### src/rtl/mem_bus_arbiter.sv
// Two-master / one-slave memory bus arbiter with a BUSY watchdog.
// Define ARB_ROUND_ROBIN_EN for round-robin grants; default is fixed priority (m0 wins).
module mem_bus_arbiter #(
    parameter int unsigned TIMEOUT_CYCLES = 255,
    parameter logic [31:0] ERR_DATA       = 32'hDEADBEEF
) (
    input  logic        clk,
    input  logic        rst,
    input  logic        m0_read,
    input  logic        m0_write,
    input  logic [31:0] m0_address,
    input  logic [31:0] m0_wrdata,
    input  logic [3:0]  m0_byteenable,
    output logic [31:0] m0_rddata,
    output logic        m0_ack,
    output logic        m0_stall,
    output logic        m0_err,
    input  logic        m1_read,
    input  logic        m1_write,
    input  logic [31:0] m1_address,
    input  logic [31:0] m1_wrdata,
    input  logic [3:0]  m1_byteenable,
    output logic [31:0] m1_rddata,
    output logic        m1_ack,
    output logic        m1_stall,
    output logic        m1_err,
    output logic        s_read,
    output logic        s_write,
    output logic [31:0] s_address,
    output logic [31:0] s_wrdata,
    output logic [3:0]  s_byteenable,
    input  logic [31:0] s_rddata,
    input  logic        s_ack
);

    typedef enum logic [1:0] {IDLE, BUSY, RESP} state_e;

    localparam logic [15:0] WDOG_LAST = 16'(TIMEOUT_CYCLES - 1);

    state_e      state_q;
    logic        owner_q;
    logic [15:0] wdog_q;
    logic        s_read_q;
    logic        s_write_q;
    logic [31:0] s_address_q;
    logic [31:0] s_wrdata_q;
    logic [3:0]  s_be_q;
    logic        m0_ack_q;
    logic        m0_err_q;
    logic [31:0] m0_rddata_q;
    logic        m1_ack_q;
    logic        m1_err_q;
    logic [31:0] m1_rddata_q;

    logic        m0_req;
    logic        m1_req;
    logic        grant1_d;
    logic        sel_rd_d;
    logic        sel_wr_d;
    logic [31:0] sel_addr_d;
    logic [31:0] sel_wdata_d;
    logic [3:0]  sel_be_d;
    logic        done_d;

    assign m0_req = m0_read | m0_write;
    assign m1_req = m1_read | m1_write;

`ifdef ARB_ROUND_ROBIN_EN
    logic last_grant_q;

    // On contention the master that was not granted last wins.
    assign grant1_d = m1_req & (~m0_req | ~last_grant_q);
`else
    assign grant1_d = m1_req & ~m0_req;
`endif

    // A master raising both strobes is served as a write.
    always_comb begin
        sel_wr_d    = grant1_d ? m1_write      : m0_write;
        sel_rd_d    = (grant1_d ? m1_read : m0_read) & ~sel_wr_d;
        sel_addr_d  = grant1_d ? m1_address    : m0_address;
        sel_wdata_d = grant1_d ? m1_wrdata     : m0_wrdata;
        sel_be_d    = grant1_d ? m1_byteenable : m0_byteenable;
    end

    assign done_d = s_ack | (wdog_q == WDOG_LAST);

    always_ff @(posedge clk) begin
        if (rst) begin
            state_q     <= IDLE;
            owner_q     <= 1'b0;
            wdog_q      <= '0;
            s_read_q    <= 1'b0;
            s_write_q   <= 1'b0;
            s_address_q <= '0;
            s_wrdata_q  <= '0;
            s_be_q      <= '0;
            m0_ack_q    <= 1'b0;
            m0_err_q    <= 1'b0;
            m0_rddata_q <= '0;
            m1_ack_q    <= 1'b0;
            m1_err_q    <= 1'b0;
            m1_rddata_q <= '0;
`ifdef ARB_ROUND_ROBIN_EN
            last_grant_q <= 1'b1;
`endif
        end else begin
            unique case (state_q)
                IDLE: begin
                    if (m0_req | m1_req) begin
                        owner_q     <= grant1_d;
                        s_read_q    <= sel_rd_d;
                        s_write_q   <= sel_wr_d;
                        s_address_q <= sel_addr_d;
                        s_wrdata_q  <= sel_wdata_d;
                        s_be_q      <= sel_be_d;
                        wdog_q      <= '0;
                        state_q     <= BUSY;
`ifdef ARB_ROUND_ROBIN_EN
                        last_grant_q <= grant1_d;
`endif
                    end
                end
                BUSY: begin
                    if (done_d) begin
                        // A slave ack in the final watchdog cycle still wins.
                        s_read_q  <= 1'b0;
                        s_write_q <= 1'b0;
                        state_q   <= RESP;
                        if (owner_q) begin
                            m1_ack_q    <= 1'b1;
                            m1_err_q    <= ~s_ack;
                            m1_rddata_q <= s_ack ? s_rddata : ERR_DATA;
                        end else begin
                            m0_ack_q    <= 1'b1;
                            m0_err_q    <= ~s_ack;
                            m0_rddata_q <= s_ack ? s_rddata : ERR_DATA;
                        end
                    end else begin
                        wdog_q <= wdog_q + 16'd1;
                    end
                end
                RESP: begin
                    m0_ack_q <= 1'b0;
                    m0_err_q <= 1'b0;
                    m1_ack_q <= 1'b0;
                    m1_err_q <= 1'b0;
                    state_q  <= IDLE;
                end
                default: state_q <= IDLE;
            endcase
        end
    end

    assign s_read       = s_read_q;
    assign s_write      = s_write_q;
    assign s_address    = s_address_q;
    assign s_wrdata     = s_wrdata_q;
    assign s_byteenable = s_be_q;

    assign m0_ack    = m0_ack_q;
    assign m0_err    = m0_err_q;
    assign m0_rddata = m0_rddata_q;
    assign m0_stall  = m0_req & ~m0_ack_q;

    assign m1_ack    = m1_ack_q;
    assign m1_err    = m1_err_q;
    assign m1_rddata = m1_rddata_q;
    assign m1_stall  = m1_req & ~m1_ack_q;

endmodule
### config.mk
export PLATFORM = sky130hd
export DESIGN_NAME = mem_bus_arbiter
export DESIGN_NICKNAME = d
export VERILOG_FILES = /design/src/rtl/mem_bus_arbiter.sv
export SDC_FILE = /design/constraint.sdc
export NUM_CORES = 1
export LEC_CHECK = 0
export BUFFER_PORTS_ARGS = -buffer_cell sky130_fd_sc_hd__buf_2
export CORE_MARGIN = 5
export CORE_UTILIZATION = 27
export DETAILED_ROUTE_END_ITERATION = 8
export PLACE_DENSITY = 0.62
export SLEW_MARGIN = 30
export SYNTH_ARGS = -nofsm -noshare
export SYNTH_HDL_FRONTEND = slang
export SYNTH_SLANG_ARGS = --single-unit
### constraint.sdc
create_clock -name clk -period 2.3 [get_ports clk]
set_clock_uncertainty 0.2 [all_clocks]
set_input_delay 0.23 -clock clk [delete_from_list [all_inputs] [get_ports clk]]
set_output_delay 0.23 -clock clk [all_outputs]
set_load 0.02 [all_outputs]
After elaboration in Yosys (flattened, before gate mapping)
Index checks and enable logic that the tools add are counted.
Widths: inputs -> output; s select.
{ "op_classes": {"bitwise_logic": 14, "reduce_logical": 11, "n_addsub": 1, "mux": 29, "eq_ne": 8} }
{ "op_table": {"columns": ["op", "count"], "rows": [
  ["$mux 32", 3],
  ["$mux 16", 2],
  ["$pmux 16 s2", 1],
  ["$reduce_and 3->1", 6],
  ["$add 16x1->16 const B", 1],
  ["$eq 16x8->1 const B", 1],
  ["$mux 1", 13],
  ["$pmux 1 s2", 6],
  ["$ne 2x2->1 const B", 5],
  ["$not 1->1", 6],
  ["$and 1x1->1", 4],
  ["$mux 2", 2],
  ["$mux 4", 1],
  ["$or 1x1->1", 4],
  ["$pmux 2 s2", 1],
  ["$reduce_and 2->1", 2],
  ["$reduce_bool 2->1", 2],
  ["$eq 2x1->1 const B", 1],
  ["$eq 2x2->1 const B", 1],
  ["$logic_not 2->1", 1]
]} }
{ "word_totals": {"word_cells": 77, "register_bits": 157, "out_inout_bits": 140} }

Logic depth before layout (Yosys ltp)
{ "logic_depth": {"word_depth": 8, "depth_mapped": 9, "mapped_depth_nobuf": 7} }

Worst setup path before layout
Ideal clock, no wire load.
{ "synth_timing": {"path_type": "reg-to-reg", "startpoint": "register wdog_q[0]", "endpoint": "register wdog_q[13]", "t_arrival_ns": 1.851, "n_path_buf": 2, "path_stages_with_launch": 10, "setup_slack_ns": 0.192, "path_cell_list": "dfxtp_1 -> inv_1 -> ha_1 -> and4b_4 -> and4_1 -> buf_6 -> or3_4 -> buf_6 -> nor3_2 -> a211o_2"} }
{ "synth_via": {"elab_chain_cells": 4, "elab_cells_between_ends": 7, "cone_classes": "add/sub: 1; eq/ne: 2; mux: 2; bitwise: 1; reduce/logical: 1"} }
{ "synth_lines": {"columns": ["item", "line", "source"], "rows": [
  ["start, declared", "42", "logic [15:0] wdog_q;"],
  ["start signal, assigned", "140", "wdog_q <= wdog_q + 16'd1;"],
  ["parallel branches: the longest is 4 deep, another holds $add 16x1->16", null, null]
]} }
Several ways; the timed one is not identified. The select of a mux whose other input is x is not followed.
A chain may end at the register's enable or synchronous reset.

Worst setup path in the final report
{ "layout_timing": {"startpoint": "register wdog_q[0]", "endpoint": "register m1_rddata_q[14], in the netlist m1_rddata[14]"} }
{ "layout_via": {"elab_chain_cells": 3} }
{ "layout_lines": {"columns": ["item", "line", "source"], "rows": [
  ["$eq 16x8->1", "86", "assign done_d = s_ack | (wdog_q == WDOG_LAST);"],
  ["$or 1x1->1", "86", null],
  ["$reduce_and 3->1 (no source line)", null, null],
  ["end signal, assigned", "133", "m1_rddata_q <= s_ack ? s_rddata : ERR_DATA;"],
  ["end, declared", "53", "logic [31:0] m1_rddata_q;"]
]} }
No other way between the ends.

==> metrics.cfg <==
[synth]
synthCells=725
ys_seq_area_frac=0.485
ys_top_cells_by_count=nor2_1, dfxtp_1, a211oi_1, mux2i_1, nor3_1
yosysUniqueCellTypes=46
yosys.area.top_type=dfxtp_1
synth-edff-count=0
synthArstFlopShare=0
synthFlopType=dfxtp_1
yosysTopAreaCellShare=0.485
ys_warn_count=0
netlist_area_um2=6490
synth.top_cells.by_area=dfxtp_1, nor2_1, mux2i_1
ys_seq_elements=157
synth_most_common_cell=nor2_1
syn_nets=902
synth.avg_cell_area_um2=8.95

[power]
power_density_nw_per_um2=704
switching_share=0.296
p_int_uw=5170
seqPwrFrac=0.411
p_sw_uw=2180
p_leak_uw=0.00499
peakVddDrop_mv=0.415
comb_power_share=0.209
clkPwrFrac=0.380

[die]
core_um2=23500
num_rows=56
fp.dieW_um=165
die_h_um=165
die_area_um2=27200
ioPinCount=315
initial_core_util=0.276

[final_layout]
nNetsFinal=1345
drive_gt1_frac=0.321
areaGrowthSynthToFinish_pct=60.9
fin_cells=1502

[place]
pre_cts_ws_ps=177
dp.cells=1324
hpwlAfterDp_um=15800
gp_congestion=0.882
port_buffers=314

[clock_tree]
cts_resized=0
root_buffer=clkbuf_16
postCtsSetupRepairBufs=0
cts_tree=yes
clk_latency_ps=410
clock_sinks=157
cts.clk_slew.worst_paths_ps=60
cts.htree.levels=4
cts_buffers=17
cts_hold_buf=144
cts_buffer_depth=2

[global_routing]
grt_pass1_wl_um=36600
grt_pass1_vias=7076
antenna_found_initial=1
grtUsageTotal=0.168
grt_max_degree=114
grt-ovfl-total=0

[worst_setup_path]
critical_path.slowest_cell=dfxtp_1
crit_path_max_incr_delay_ps=390
crit_path_end_kind=flop
cp_cell_sequence=inv_1 -> ha_1 -> and4b_4 -> and4_1 -> buf_4 -> o21ai_2 -> a22oi_1 -> nor2_1
critPathMaxFanout=8
worstSetupPathType=flop to flop
rrSetupSlack_ps=150
critPathLaunchType=flop
critPathArrivalTime_ps=2300
worst-path-buf-inv=2
worstPathRequired_ps=2450
critical-path-top-delay-family=simple AND/OR/NAND/NOR gates

[sta]
finalHoldViolCount=0
tns_ps=0
grt_setup_unrepaired=false
fin_crit_sh=0.934
drv_slew=0
finalSetupViolCount=0
setup_ws_ps=153
fmax_ghz=0.466
worstMarginPinSlew_ps=669
slew_headroom=0.554
fin_crit_ps=2150

[routing]
drc_errors=0
avgRoutedWirePerCell_um=15.6
drt-vias-per-instance=4.65
drt_first_pass_iters=5
drt_wl_total_um=23500
drt_iter0_markers=335
postRouteAntennaNets=0
vias=6980

[status]
status=finished clean

[run]
cap_violations=0

[hold_path]
hold_path_class=input port to flop

worst paths after layout:
path | from | endpoint | cells past startpoint
hold reg to reg | m0_rddata[1] | m0_rddata[1] | 2
hold / removal | m1_wrdata[18] | s_wrdata[18] | 3
setup / recovery | wdog_q[0] | m1_rddata[14] | 8
setup reg to reg | wdog_q[0] | m1_rddata[14] | 8
layout make-up:
class | instances | area, µm²
inverters | 5 | 18.8
clock buffers | 19 | 453
clock inverters | 13 | 131
well taps | 319 | 399
fillers | 2312 | 13100
flip-flops and latches | 157 | 3140
repair buffers | 476 | 3200
multi-input cells | 511 | 3080
diodes | 2 | 5.00
power by group through the flow:
stage	Sequential, µW	Combinational [µW]	Clock (µW)
finish	3020	1540	2790
global route	3050	1670	3000
CTS	3020	1530	2920
detailed placement	3080	1310	0
global placement	3070	1300	0
floorplan	3320	532	0
logic make-up after synthesis:
group | synth area share
buffers and inverters | 0.0428
AND/OR/NAND/NOR | 0.207
flip-flops | 0.485
adder cells (fa/ha/maj) | 0.00386
multiplexers | 0.105
AO/OA/AOI/OAI | 0.157
through the flow:
stage	utilization	cell area, µm²	total power, µW	hold WS [ps]
2_1_floorplan	-	6490	3850	178
3_5_place_dp	0.357	8400	4390	279
6_report	0.443	10400	7350	3.72
3_3_place_gp	0.357	8400	4370	269
4_1_cts	0.443	10400	7470	0.505
5_1_grt	0.443	10400	7710	19.9
worst min-delay path, cell delays in order:
cell      delay (ps)
buf_2             90
mux2i_1          140
a211oi_1          90
cell usage in the layout (no fill, tap or decap), drive strengths merged, types with 3 or more instances in the layout:
cell	netlist	final
buf	18	332
nor2	207	207
dfxtp	157	157
dlygate4sd3	0	144
a211oi	70	70
mux2i	68	68
nor3	55	55
clkbuf	34	19
a22oi	16	16
o21ai	14	14
a21oi	11	11
nand2	11	11
nand3	10	10
inv	5	10
a31oi	8	8
o31ai	5	5
clkinvlp	0	4
nand2b	3	3
and4	3	3
nand4	3	3
nor4	3	3
clkinv	0	3
registers in the layout, indices dropped and copies added, names as in the netlist, 2 cells and up:
name	cells
s_address	32
s_wrdata	32
m0_rddata	32
s_byteenable	4
m1_rddata	32
wdog_q	16
state_q	2
per-layer routing:
| metal | GRT usage | routed length (µm) | part of all wire |
|---|---|---|---|
| met1 | 0.192 | 9350 | 0.40 |
| met2 | 0.301 | 12100 | 0.52 |
| met3 | 0.0479 | 1430 | 0.061 |
| met4 | 0.0556 | 567 | 0.024 |
| met5 | 0 | 0 | 0 |
Power figures use the tool's default switching activity.
